File: src/rtl/ip_decoder_pkg.sv
// Shared IPv4 receive/transmit definitions: header layout, error codes, FSM states and
// the ones-complement add used by the checksum accumulator.
package ip_decoder_pkg;

  localparam logic [3:0]  IPV4_VERSION = 4'd4;
  localparam logic [3:0]  IPV4_IHL     = 4'd5;
  localparam logic [15:0] IPH_LEN      = 16'd20;
  localparam logic [4:0]  IPH_LAST_IDX = 5'd19;

  typedef enum logic [2:0] {
    ERR_NONE  = 3'd0,
    ERR_VER   = 3'd1,
    ERR_CSUM  = 3'd2,
    ERR_LEN   = 3'd3,
    ERR_PROTO = 3'd4,
    ERR_DADDR = 3'd5,
    ERR_TRUNC = 3'd6,
    ERR_FRAG  = 3'd7
  } err_code_e;

  typedef enum logic [1:0] {
    ST_HDR,
    ST_CHECK,
    ST_SEG,
    ST_DROP
  } state_e;

  // Wire order of the 20-byte header; byte 0 lands in the top bits.
  typedef struct packed {
    logic [3:0]  version;
    logic [3:0]  ihl;
    logic [7:0]  tos;
    logic [15:0] total_len;
    logic [15:0] ident;
    logic [2:0]  flags;
    logic [12:0] frag_off;
    logic [7:0]  ttl;
    logic [7:0]  protocol;
    logic [15:0] csum;
    logic [31:0] src_addr;
    logic [31:0] dst_addr;
  } ipv4_hdr_t;

  function automatic logic [15:0] ones_add(input logic [15:0] a, input logic [15:0] b);
    logic [16:0] s;
    s = {1'b0, a} + {1'b0, b};
    return s[15:0] + {15'd0, s[16]};
  endfunction

endpackage

File: src/rtl/ip_decoder_if.sv
// Byte stream with valid/ready/last; master drives data, slave returns ready.
interface ip_decoder_if;
  logic [7:0] data;
  logic       valid;
  logic       last;
  logic       ready;

  modport master (output data, valid, last, input ready);
  modport slave  (input data, valid, last, output ready);
endinterface

File: src/rtl/ip_csum_acc.sv
// Ones-complement 16-bit accumulator with end-around carry folded on every add.
module ip_csum_acc
  import ip_decoder_pkg::*;
(
  input  logic        clk,
  input  logic        rst_n,
  input  logic        clear,
  input  logic        en,
  input  logic [15:0] word,
  output logic [15:0] sum
);

  always_ff @(posedge clk or negedge rst_n) begin
    if (!rst_n)     sum <= '0;
    else if (clear) sum <= '0;
    else if (en)    sum <= ones_add(sum, word);
  end

endmodule

File: src/rtl/ip_decoder.sv
// Receive-side IPv4 layer: validates the 20-byte header, strips it and forwards the TCP
// segment through a single output register.
module ip_decoder
  import ip_decoder_pkg::*;
#(
  parameter logic [7:0]  PROTOCOL  = 8'd6,
  parameter logic [31:0] LOCALADDR = 32'h7f00_0001,
  parameter int unsigned MAX_LEN   = 302
) (
  input  logic         clk,
  input  logic         rst_n,
  ip_decoder_if.slave  s,
  ip_decoder_if.master m,
  output logic         hdr_valid,
  output logic [31:0]  hdr_src_addr,
  output logic [15:0]  hdr_ident,
  output logic [15:0]  hdr_seg_len,
  output logic         err_valid,
  output err_code_e    err_code
);

  localparam logic [15:0] MAX_LEN_W = MAX_LEN[15:0];

  state_e      state_q, state_d;
  ipv4_hdr_t   hdr_q;
  logic [4:0]  idx_q;
  logic [15:0] rem_q;
  logic        last19_q;
  logic        rdy_en_q;
  logic [7:0]  m_data_q;
  logic        m_valid_q, m_last_q;
  logic [15:0] csum;
  logic        s_rdy, take;
  logic        csum_clear, csum_en;
  err_code_e   chk_code;

  logic unused_hdr;
  assign unused_hdr = ^{hdr_q.tos, hdr_q.ttl, hdr_q.csum, hdr_q.flags[2:1]};

  assign take       = s.valid & s_rdy;
  assign csum_clear = (state_q == ST_HDR) && (idx_q == '0);
  // Odd header bytes complete a big-endian word with the byte shifted in just before.
  assign csum_en    = (state_q == ST_HDR) && take && idx_q[0];

  ip_csum_acc u_csum (
    .clk   (clk),
    .rst_n (rst_n),
    .clear (csum_clear),
    .en    (csum_en),
    .word  ({hdr_q.dst_addr[7:0], s.data}),
    .sum   (csum)
  );

  always_ff @(posedge clk or negedge rst_n) begin
    if (!rst_n) state_q <= ST_HDR;
    else        state_q <= state_d;
  end

  always_comb begin
    // NOTE: every output of this block is given a default first, so no path leaves a latch.
    state_d  = state_q;
    s_rdy    = 1'b0;
    chk_code = ERR_NONE;

    if (hdr_q.version != IPV4_VERSION || hdr_q.ihl != IPV4_IHL)  chk_code = ERR_VER;
    else if (csum != 16'hFFFF)                                     chk_code = ERR_CSUM;
    else if (hdr_q.total_len < IPH_LEN || hdr_q.total_len > MAX_LEN_W) chk_code = ERR_LEN;
    else if (hdr_q.flags[0] || hdr_q.frag_off != '0)               chk_code = ERR_FRAG;
    else if (hdr_q.protocol != PROTOCOL)                           chk_code = ERR_PROTO;
    else if (hdr_q.dst_addr != LOCALADDR)                          chk_code = ERR_DADDR;
    else if (last19_q && hdr_q.total_len != IPH_LEN)               chk_code = ERR_TRUNC;

    unique case (state_q)
      ST_HDR: begin
        s_rdy = rdy_en_q;
        if (s.valid && s_rdy && idx_q == IPH_LAST_IDX) state_d = ST_CHECK;
      end
      ST_CHECK: begin
        if (chk_code != ERR_NONE || hdr_q.total_len == IPH_LEN)
          state_d = last19_q ? ST_HDR : ST_DROP;
        else
          state_d = ST_SEG;
      end
      ST_SEG: begin
        s_rdy = ~m_valid_q | m.ready;
        if (s.valid && s_rdy && (s.last || rem_q == 16'd1))
          state_d = s.last ? ST_HDR : ST_DROP;
      end
      ST_DROP: begin
        s_rdy = rdy_en_q;
        if (s.valid && s_rdy && s.last) state_d = ST_HDR;
      end
      default: state_d = ST_HDR;
    endcase
  end

  always_ff @(posedge clk or negedge rst_n) begin
    // NOTE: the header shift register is reset with everything else; it is small and keeps
    // the checks in CHECK free of X after power-up.
    if (!rst_n) begin
      hdr_q        <= '0;
      idx_q        <= '0;
      rem_q        <= '0;
      last19_q     <= 1'b0;
      rdy_en_q     <= 1'b0;
      m_data_q     <= '0;
      m_valid_q    <= 1'b0;
      m_last_q     <= 1'b0;
      hdr_valid    <= 1'b0;
      hdr_src_addr <= '0;
      hdr_ident    <= '0;
      hdr_seg_len  <= '0;
      err_valid    <= 1'b0;
      err_code     <= ERR_NONE;
    end else begin
      rdy_en_q  <= 1'b1;
      hdr_valid <= 1'b0;
      err_valid <= 1'b0;
      err_code  <= ERR_NONE;
      // The output register drains in any state, so the next header can overlap it.
      if (m_valid_q && m.ready) begin
        m_valid_q <= 1'b0;
        m_last_q  <= 1'b0;
      end

      case (state_q)
        ST_HDR: if (take) begin
          hdr_q <= {hdr_q[151:0], s.data};
          if (idx_q == IPH_LAST_IDX) begin
            idx_q    <= '0;
            last19_q <= s.last;
          end else if (s.last) begin
            idx_q     <= '0;
            err_valid <= 1'b1;
            err_code  <= ERR_TRUNC;
          end else begin
            idx_q <= idx_q + 5'd1;
          end
        end
        ST_CHECK: begin
          if (chk_code != ERR_NONE) begin
            err_valid <= 1'b1;
            err_code  <= chk_code;
          end else begin
            hdr_valid    <= 1'b1;
            hdr_src_addr <= hdr_q.src_addr;
            hdr_ident    <= hdr_q.ident;
            hdr_seg_len  <= hdr_q.total_len - IPH_LEN;
            rem_q        <= hdr_q.total_len - IPH_LEN;
          end
        end
        ST_SEG: if (take) begin
          m_data_q  <= s.data;
          m_valid_q <= 1'b1;
          m_last_q  <= (rem_q == 16'd1) | s.last;
          rem_q     <= rem_q - 16'd1;
          if (s.last && rem_q != 16'd1) begin
            err_valid <= 1'b1;
            err_code  <= ERR_TRUNC;
          end
        end
        default: ;
      endcase
    end
  end

  assign s.ready = s_rdy;
  assign m.data  = m_data_q;
  assign m.valid = m_valid_q;
  assign m.last  = m_last_q;

endmodule
File: src/flat_wrapper.sv
// flat-port wrapper written by rule: the top's interface ports become plain ports
module ip_decoder_flat import ip_decoder_pkg::*;
#(
  parameter logic [7:0]  PROTOCOL  = 8'd6,
  parameter logic [31:0] LOCALADDR = 32'h7f00_0001,
  parameter int unsigned MAX_LEN   = 302
)
  (clk, rst_n, hdr_valid, hdr_src_addr, hdr_ident, hdr_seg_len, err_valid, err_code, s_data, s_valid, s_last, s_ready, m_data, m_valid, m_last, m_ready);
  ip_decoder_if s_i ();
  ip_decoder_if m_i ();
  input  logic clk;
  input  logic rst_n;
  output logic hdr_valid;
  output logic [31:0] hdr_src_addr;
  output logic [15:0] hdr_ident;
  output logic [15:0] hdr_seg_len;
  output logic err_valid;
  output err_code_e err_code;
  input wire logic [$bits(s_i.data)-1:0] s_data;
  input wire logic [$bits(s_i.valid)-1:0] s_valid;
  input wire logic [$bits(s_i.last)-1:0] s_last;
  output wire logic [$bits(s_i.ready)-1:0] s_ready;
  output wire logic [$bits(m_i.data)-1:0] m_data;
  output wire logic [$bits(m_i.valid)-1:0] m_valid;
  output wire logic [$bits(m_i.last)-1:0] m_last;
  input wire logic [$bits(m_i.ready)-1:0] m_ready;
  assign s_i.data = s_data;
  assign s_i.valid = s_valid;
  assign s_i.last = s_last;
  assign s_ready = s_i.ready;
  assign m_data = m_i.data;
  assign m_valid = m_i.valid;
  assign m_last = m_i.last;
  assign m_i.ready = m_ready;
  ip_decoder #(.PROTOCOL(PROTOCOL), .LOCALADDR(LOCALADDR), .MAX_LEN(MAX_LEN)) u_core (.clk(clk), .rst_n(rst_n), .s(s_i), .m(m_i), .hdr_valid(hdr_valid), .hdr_src_addr(hdr_src_addr), .hdr_ident(hdr_ident), .hdr_seg_len(hdr_seg_len), .err_valid(err_valid), .err_code(err_code));
endmodule
File: config.mk
export PLATFORM = sky130hd
export DESIGN_NAME = ip_decoder_flat
export DESIGN_NICKNAME = d
export VERILOG_FILES = /design/src/rtl/ip_decoder_pkg.sv /design/src/rtl/ip_decoder_if.sv /design/src/rtl/ip_csum_acc.sv /design/src/rtl/ip_decoder.sv /design/src/flat_wrapper.sv
export SDC_FILE = /design/constraint.sdc
export NUM_CORES = 1
export LEC_CHECK = 0
export BUFFER_PORTS_ARGS = -buffer_cell sky130_fd_sc_hd__buf_2
export CAP_MARGIN = 20
export CORE_MARGIN = 3
export CORE_UTILIZATION = 60
export CTS_BUF_LIST = sky130_fd_sc_hd__clkbuf_8
export DETAILED_ROUTE_END_ITERATION = 12
export MAX_ROUTING_LAYER = met4
export PLACE_DENSITY = 0.78
export SYNTH_ARGS = -nofsm -noshare
export SYNTH_HDL_FRONTEND = slang
export SYNTH_SLANG_ARGS = --single-unit
File: constraint.sdc
create_clock -name clk -period 4.8 [get_ports clk]
set_input_delay 0.24 -clock clk [delete_from_list [all_inputs] [get_ports clk]]
set_output_delay 0.24 -clock clk [all_outputs]
set_load 0.01 [all_outputs]
Word level (Yosys, flattened, before mapping)
Cells that the tools add are included.
Widths: inputs -> output; s select.
- $add $sub $neg: 5
- $lt $le $gt $ge: 2
- equal/unequal tests: 18
- mux-type cells: 44
- bitwise gates (word level): 5
- reduce and logical (&&, ||, !) cells: 29
- operators by type and width (operator ; number):
    $mux 16 ; 4
    $mux 3 ; 13
    $ne 32x31->1 const B ; 1
    $pmux 16 s2 ; 1
    $add 16x16->17 ; 1
    $add 16x1->16 ; 1
    $eq 16x1->1 const B ; 1
    $eq 16x5->1 const B ; 1
    $gt 16x9->1 const B ; 1
    $lt 16x5->1 const B ; 1
    $ne 16x1->1 const B ; 1
    $ne 16x16->1 const B ; 1
    $ne 16x5->1 const B ; 1
    $sub 16x1->16 const B ; 1
    $sub 16x5->16 const B ; 1
    $mux 1 ; 14
    $reduce_bool 13->1 ; 1
    $mux 2 ; 6
    $logic_and 1x1->1 ; 11
    $mux 5 ; 2
    $pmux 3 s3 ; 1
    $reduce_and 3->1 ; 3
    $ne 4x3->1 const B ; 2
    $ne 8x3->1 const B ; 1
    19 further kinds ; 32
- register bits after elaboration: 280
- bits of input ports: 13
- output and inout bits: 80
- word-level logic and storage cells: 130

Logic depth before layout (Yosys ltp)
Gate-level depths: netlist of the first run.
- depth after elaboration: 13
- mapped depth: 19
- depth with buffers taken out: 19

Cells and area by module
A second synthesis of the first run with hierarchy kept.
- cells, all modules: 1339
- area total of the unflattened synthesis: 12887.4 µm²
- by module, submodules not included (module ; instances ; cells an instance ; area an instance (µm²) ; seq. area each (µm²)):
    ip_decoder ; 1 ; 1128 ; 11094.4 ; 6606.3
    ip_csum_acc ; 1 ; 211 ; 1793.0 ; 400.4

Worst setup path after synthesis of the first run
Ideal clock, no wire load.
- path kind: register -> register
- start point: register u_core.u_csum.sum[0]
- end point: register u_core.u_csum.sum[14]
- setup time: 121 ps
- arrival: 3522 ps
- data required time: 4679 ps
- path slack: 1157 ps
- stages on the path, launching flop included: 20
- path buffers: 0
- period minus slack after synthesis: 3643 ps
- cells stage by stage: dfrtp_1 -> ha_1 -> inv_1 -> fa_1 -> nand2b_1 -> a21o_1 -> a211o_1 -> a21oi_1 -> a211oi_1 -> nor2b_1 -> o21ai_0 -> nand2b_1 -> ha_1 -> ha_1 -> and2_1 -> nand4_1 -> nor4_1 -> nand4_1 -> xnor2_1 -> a22o_1
- word-level cells in the longest chain between the ends: 4
- ends and longest elaborated chain (item ; RTL line ; text):
    from (decl) ; ip_csum_acc.sv:10 ; output logic [15:0] sum
    from (signal assigned) ; ip_csum_acc.sv:16 ; else if (en) sum <= ones_add(sum, word);
    $add 16x16->17 ; ip_decoder_pkg.sv:46 ; s = {1'b0, a} + {1'b0, b};
    $add 16x1->16 ; ip_decoder_pkg.sv:47 ; return s[15:0] + {15'd0, s[16]};
    $mux 16 ; ip_csum_acc.sv:16 ;
    $mux 16 ; ip_csum_acc.sv:15 ; else if (clear) sum <= '0;
No other way between the ends. The select of a mux whose other input is x is not followed.
A chain may end at the register's enable or synchronous reset.

Worst setup path after layout of the first run
Ends and elaborated chain as after synthesis.

==> results.py, run 1 <==
metrics = {
    "run_status": {
        "status": "completed",
    },
    "hold_path": {
        "hold_path_startpoint": "s_data[1]",
        "hp-class": "in -> reg",
    },
    "placement": {
        "portBuffers": 92,
        "dpl.hpwl_mm": 18.6,
        "dp.cells": 1744,
        "gp_congestion": 0.938,
    },
    "sta": {
        "post-route-period-util_pct": 86.2,
        "rsz0062_at_grt": "no",
        "drv_slew": 0,
        "tns_ns": 0,
        "setup_violations": 0,
        "fin_crit_ns": 4.14,
        "tightest_slew_ns": 1.02,
        "fmax_ghz": 0.242,
        "skew_ns": 0.0268,
        "hold_viol": 0,
        "relSlewSlack_pct": 31.0,
    },
    "routing": {
        "wl_met3_mm": 1.15,
        "wl_met1_mm": 13.3,
        "drtIter0Drc": 675,
        "wl_met2_mm": 13.3,
        "highest_layer": "met4",
        "vias": 9925,
        "drt_first_pass_iters": 5,
        "wl_per_cell_um": 15.4,
        "routed_wl_mm": 28.2,
        "route.detailed.drc": 0,
        "final_antenna_net_count": 0,
        "vias_per_cell": 5.42,
    },
    "worst_setup_path": {
        "worstPathRequired_ns": 5.23,
        "max_stage_delay_ns": 0.48,
        "start_kind": "register",
        "path_class": "reg -> reg",
        "slowest_stage": "nor4_1",
        "critPathCaptureType": "register",
        "path_delay_family": "simple AND/OR/NAND/NOR gates",
        "arrival_ns": 4.57,
        "critPathMaxFanout": 5,
        "r2r-start": "u_core.u_csum.sum[0]",
        "crit_path_frequent_cell": "ha_1",
        "worst-path-buf-inv": 1,
        "crit_chain": "ha_1 > inv_1 > fa_1 > nand2b_1 > a21o_1 > a211o_1 > a21oi_1 > a211oi_1 > nor2b_1 > o21ai_0 > nand2b_1 > ha_1 > ha_1 > and2_1 > nand4_1 > nor4_1 > nand4_1 > xnor2_1 > a22o_1",
        "worstSetupStartpoint": "u_core.u_csum.sum[0]",
    },
    "global_route": {
        "grt_pass1_wl_mm": 48.5,
        "antenna_found_initial": 0,
        "grtUsageTotal_pct": 25.4,
        "grt_overflow": 0,
        "grt_pass1_vias": 9729,
        "grt_max_degree": 118,
    },
    "layout": {
        "instances_no_fill": 1831,
        "post-route-util_pct": 69.9,
        "nNetsFinal": 1573,
        "nFillCells": 1637,
        "post_route_cells_drive_above_1_share_pct": 12.9,
        "syn_to_final_growth_pct": 12.6,
        "antenna_cells": 0,
    },
    "yosys": {
        "yosysWarnings": 0,
        "ys_ff_latch": 280,
        "ys.flop_type": "dfrtp_1",
        "synthArstFlopShare_pct": 100,
        "syn_avg_cell_area_um2": 8.90,
        "yosysSeqAreaShare_pct": 54.9,
        "syn_nets": 1478,
        "synthCells": 1435,
        "synth_cell_types": 67,
        "syn_area_mm2": 0.0128,
        "synth_edf_count": 0,
    },
    "die": {
        "core-area_mm2": 0.0206,
        "die_h_um": 152,
        "initial_utilization_pct": 62.1,
        "ios": 93,
        "die_x_um": 152,
        "die_area_mm2": 0.0231,
        "rows": 52,
    },
    "pwr": {
        "total_power_uw": 7430,
        "power_leakage_uw": 0.00781,
        "irDropWorstVdd_mv": 0.241,
        "powerDensity_mw_per_mm2": 517,
    },
    "cts": {
        "ctsLongestPathBuffers": 3,
        "cts.clk_slew.worst_paths_ns": 0.06,
        "post-cts-setup-buffers": 0,
        "root_buffer": "clkbuf_8",
        "clock_latency_ns": 0.56,
        "htree_levels": 2,
        "numCtsBuffers": 44,
        "cts_tree": "yes",
        "ctsResizeCount": 0,
        "clkSinkCount": 280,
    },
    "run": {
        "maxCapViolCount": 0,
    },
}
layout by cell type, fill, tap and decap left out, drive strengths merged, types with 4 or more instances in the layout:
| master | synthesis | layout |
|---|---|---|
| nand2 | 672 | 672 |
| dfrtp | 280 | 280 |
| buf | 15 | 104 |
| clkbuf | 50 | 57 |
| o21ai | 53 | 53 |
| nor2 | 44 | 44 |
| inv | 20 | 35 |
| ha | 29 | 29 |
| a21oi | 23 | 23 |
| nor4 | 22 | 22 |
| xnor2 | 22 | 22 |
| nand3 | 17 | 17 |
| nand4 | 13 | 13 |
| nor3 | 12 | 12 |
| nand2b | 11 | 11 |
| and2 | 11 | 11 |
| a221oi | 11 | 11 |
| xor2 | 10 | 10 |
| dlygate4sd3 | 0 | 10 |
| mux2 | 9 | 9 |
| nor2b | 7 | 7 |
| o21a | 7 | 7 |
| a22o | 7 | 7 |
| or4 | 7 | 7 |
| or2 | 5 | 5 |
| a31o | 5 | 5 |
| mux2i | 5 | 5 |
| o211ai | 5 | 5 |
| clkinv | 1 | 5 |
| o31ai | 4 | 4 |
| a211o | 4 | 4 |
| a21o | 4 | 4 |
| and3 | 4 | 4 |
| a21boi | 4 | 4 |
cell families (layout without fill, tap and decap cells):
kind of cell	count (synthesis)	after routing	share of synthesized area (%)
compound gates	145	145	7.79
xor+xnor	32	32	2.20
fa+ha+maj	30	30	3.00
buf+inv	86	212	3.21
flops	280	280	54.9
mux	14	14	1.19
other cells	1	1	0.0294
simple gates	847	847	27.7
synth_stat cells, types with 5 or more instances:
master	count	share of area, %
a21oi_1	23	0.90
a221oi_2	7	0.82
a22o_1	7	0.48
a31o_2	5	0.34
and2_1	10	0.49
buf_6	10	0.88
clkbuf_1	50	1.5
dfrtp_1	280	55
ha_1	29	2.8
inv_1	20	0.59
mux2_2	8	0.71
mux2i_1	5	0.39
nand2_1	672	20
nand2b_1	11	0.54
nand3_1	17	0.67
nand4_1	13	0.64
nor2_1	44	1.3
nor2b_1	7	0.34
nor3_1	12	0.47
nor4_1	22	1.1
o211ai_1	5	0.29
o21a_1	7	0.41
o21ai_0	45	1.8
o21ai_1	8	0.31
or4_1	5	0.29
xnor2_1	22	1.5
xor2_1	10	0.69
layer usage:
| metal | global-route usage (%) | vias to the layer above |
|---|---|---|
| li1 | - | 4901 |
| met1 | 36.4 | 4778 |
| met2 | 38.9 | 198 |
| met3 | 3.90 | 48 |
| met4 | 6.12 | 0 |
| met5 | - | - |
final timing paths:
path                                    endpoint  slack, ns  depth (start not counted)
setup reg to reg           u_core.u_csum.sum[14]       0.66                         19
setup / recovery           u_core.u_csum.sum[14]       0.66                         19
min in group asynchronous        u_core.rem_q[5]       0.30                          2
max in group asynchronous       u_core.hdr_q[73]       3.22                          3
hold reg to reg                u_core.hdr_q[157]       0.46                          2
hold / removal                  u_core.m.data[1]       0.05                          3
through the flow:
step                      setup slack [ns]  hold WS (ns)  instance area (um^2)
after floorplan                       1.16       -0.0556                 12800
after global placement               0.880         0.363                 13300
after detailed placement             0.726         0.357                 13400
after CTS                            0.706        0.0194                 14400
after global routing                 0.223        0.0694                 14400
final                                0.660        0.0463                 14400
sequential cells by signal, summed over array words and instances, names as in the netlist:
name	cells
u_core.state_q	2
u_core.last19_q	1
u_core.m.valid	1
u_core.hdr_seg_len	16
u_core.m.last	1
u_core.m.data	8
u_core.rdy_en_q	1
u_core.hdr_q	160
u_core.rem_q	16
u_core.u_csum.sum	16
u_core.idx_q	5
u_core.err_code	3
u_core.hdr_valid	1
u_core.hdr_ident	16
u_core.err_valid	1
u_core.hdr_src_addr	32
what timing repair did:
| action | 4_1_cts | 5_1_grt |
|---|---|---|
| setup endpoints to repair | 0 | 0 |
| hold endpoints to repair | 131 | 0 |
| hold buffers | 10 | 0 |
cell type report:
| class | count | area [um^2] | area share, % |
|---|---|---|---|
| inverter | 21 | 80.1 | 0.557 |
| timing repair buffer | 114 | 677 | 4.71 |
| clock buffer | 57 | 785 | 5.46 |
| tap | 270 | 338 | 2.35 |
| clock inverter | 20 | 131 | 0.914 |
| multi-input combinational | 1069 | 5360 | 37.3 |
| sequential | 280 | 7010 | 48.7 |
worst register-to-register path: cells and delay by family, from the launching register on:
| kind | cells | cell delay (ns) |
|---|---|---|
| compound gates | 6 | 1.05 |
| xor+xnor | 1 | 0.18 |
| buf+inv | 1 | 0.06 |
| flops | 1 | 0.38 |
| simple gates | 7 | 1.41 |
| fa+ha+maj | 4 | 0.95 |
power by group:
part	switching, uW	internal [uW]
Clock	934	1130
Combinational	1380	894
Sequential	362	2730
Total	2680	4750
(Power assumes the default switching activity.)
==> inputs of run 2 (changes only) <==
--- a/config.mk
+++ b/config.mk
@@ -9,7 +9,6 @@
 export CAP_MARGIN = 20
 export CORE_MARGIN = 3
 export CORE_UTILIZATION = 60
-export CTS_BUF_LIST = sky130_fd_sc_hd__clkbuf_8
 export DETAILED_ROUTE_END_ITERATION = 12
 export MAX_ROUTING_LAYER = met4
 export PLACE_DENSITY = 0.78
==> run 2 against run 1 <==
Against the previous run: power grew 1.7%; critical path type unchanged; largest power group unchanged; highest routed layer unchanged; sequential cell count unchanged; setup slack lost 0.011 ns; maximum frequency decreased by 0.27%.
==> results.py, run 2 (same netlist as run 1, synthesis figures left out) <==
metrics = {
    "pwr": {
        "total_power_uw": 7550,
        "power_leakage_uw": 0.00775,
        "powerDensity_mw_per_mm2": 526,
        "irDropWorstVdd_mv": 0.311,
    },
    "hold_path": {
        "hold_path_startpoint": "s_last",
        "holdPathStages": 2,
        "hp-class": "in -> reg",
        "min_to": "u_core.idx_q[4]",
    },
    "worst_setup_path": {
        "worstPathRequired_ns": 5.22,
        "arrival_ns": 4.57,
        "worstRegToRegCells": 19,
        "regToRegEndpoint": "u_core.u_csum.sum[14]",
        "rrSetupSlack_ns": 0.65,
        "critPathMaxFanout": 5,
        "r2r-start": "u_core.u_csum.sum[0]",
        "start_kind": "register",
        "path_class": "reg -> reg",
        "critPathCaptureType": "register",
    },
    "placement": {
        "gp_congestion": 0.938,
        "portBuffers": 92,
        "dpl.hpwl_mm": 18.6,
    },
    "die": {
        "die_area_mm2": 0.0231,
        "ios": 93,
        "die_x_um": 152,
        "rows": 52,
        "initial_utilization_pct": 62.1,
        "core-area_mm2": 0.0206,
        "die_h_um": 152,
    },
    "global_route": {
        "grt_pass1_vias": 9683,
        "grt_pass1_wl_mm": 48.6,
        "grtUsageTotal_pct": 25.3,
        "grt_max_degree": 118,
        "antenna_found_initial": 0,
        "grt_overflow": 0,
    },
    "layout": {
        "nFillCells": 1609,
        "multi_input_area_mm2": 0.00536,
        "nNetsFinal": 1554,
        "regMostFlops": "u_core.hdr_q",
        "reg.largest.list": "u_core.hdr_q (160), u_core.hdr_src_addr (32)",
        "antenna_cells": 0,
        "layout_commonest_cell": "nand2_1",
        "final_cell_mix": "nand2_1 (671), dfrtp_1 (280), buf_2 (91)",
        "seq_area_mm2": 0.00701,
        "largest_reg_flops": 160,
        "post_route_cells_drive_above_1_share_pct": 11.9,
        "syn_to_final_growth_pct": 12.5,
    },
    "run_status": {
        "status": "completed",
    },
    "routing": {
        "drt_first_pass_iters": 8,
        "route.detailed.drc": 0,
        "vias_per_cell": 5.54,
        "wl_per_cell_um": 15.8,
        "vias": 9974,
        "routed_wl_mm": 28.5,
        "drtIter0Drc": 856,
        "final_antenna_net_count": 0,
    },
    "cts": {
        "root_buffer": "clkbuf_16",
        "cts_tree": "yes",
        "clock_latency_ns": 0.54,
        "numCtsBuffers": 27,
        "clkSinkCount": 280,
        "ctsLongestPathBuffers": 3,
        "ctsResizeCount": 0,
        "cts.clk_slew.worst_paths_ns": 0.06,
        "htree_levels": 1,
    },
    "sta": {
        "relSlewSlack_pct": 23.1,
        "post-route-period-util_pct": 86.5,
        "rsz0062_at_grt": "no",
        "hold_viol": 0,
        "fin_crit_ns": 4.15,
        "tns_ns": 0,
        "fin_hold_ws_ns": 0.0200,
        "drv_slew": 0,
        "fmax_ghz": 0.241,
        "tightest_slew_ns": 1.14,
        "setup_violations": 0,
        "skew_ns": 0.0162,
    },
    "run": {
        "maxCapViolCount": 0,
    },
}
==> run 2: repair_timing <==
item | in CTS | in global routing
hold buffers | 8 | 0
setup buffers | 0 | 0
hold endpoints to repair | 125 | 0
==> run 2: cell type report <==
class,count,share of cell area (%)
multi-input combinational,1069,37.3
timing repair buffer,112,4.57
sequential,280,48.8
inverter,21,0.557
tap,270,2.35
clock buffer,39,5.64
clock inverter,10,0.801
==> run 2: worst max-delay path by stage <==
stage | cells after the start | endpoint | start
2_1_floorplan | 19 | u_core.u_csum.sum[14] | u_core.u_csum.sum[0]
3_3_place_gp | 19 | u_core.u_csum.sum[14] | u_core.u_csum.sum[0]
4_1_cts | 19 | u_core.u_csum.sum[14] | u_core.u_csum.sum[0]
6_report | 19 | u_core.u_csum.sum[14] | u_core.u_csum.sum[0]
5_1_grt | 19 | u_core.u_csum.sum[14] | u_core.u_csum.sum[0]
3_5_place_dp | 19 | u_core.u_csum.sum[14] | u_core.u_csum.sum[0]
==> run 2: where the power goes <==
part	internal [uW]	switching, uW
Combinational	894	1380
Sequential	2730	367
Clock	1280	900
==> run 2: critical path: stages, from the launching register on <==
cell,delay (ns)
dfrtp_1,0.38
ha_1,0.18
inv_1,0.06
fa_1,0.43
nand2b_1,0.19
a21o_1,0.22
a211o_1,0.31
a21oi_1,0.15
a211oi_1,0.08
nor2b_1,0.13
o21ai_0,0.09
nand2b_1,0.10
ha_1,0.16
ha_1,0.18
and2_1,0.15
nand4_1,0.16
nor4_1,0.48
nand4_1,0.19
xnor2_1,0.18
a22o_1,0.21
==> run 2: per-layer routing <==
metal / track usage (%) / up-vias / wire length (um)
met3: 2.70 / 40 / 1220
met2: 39.8 / 230 / 13500
met1: 36.3 / 4842 / 13200
met5: - / - / 0
li1: - / 4862 / -
met4: 5.78 / 0 / 521
==> run 2: stage by stage <==
| stage | cells | area, um^2 | worst slack, ns | util (%) |
|---|---|---|---|---|
| floorplan | 1435 | 12800 | 1.16 | - |
| global placement | 1743 | 13300 | 0.880 | 64.9 |
| detailed placement | 1744 | 13400 | 0.726 | 65.0 |
| CTS | 1801 | 14400 | 0.707 | 69.9 |
| global route | 1801 | 14400 | 0.224 | 69.9 |
| finish | 1801 | 14400 | 0.649 | 69.9 |
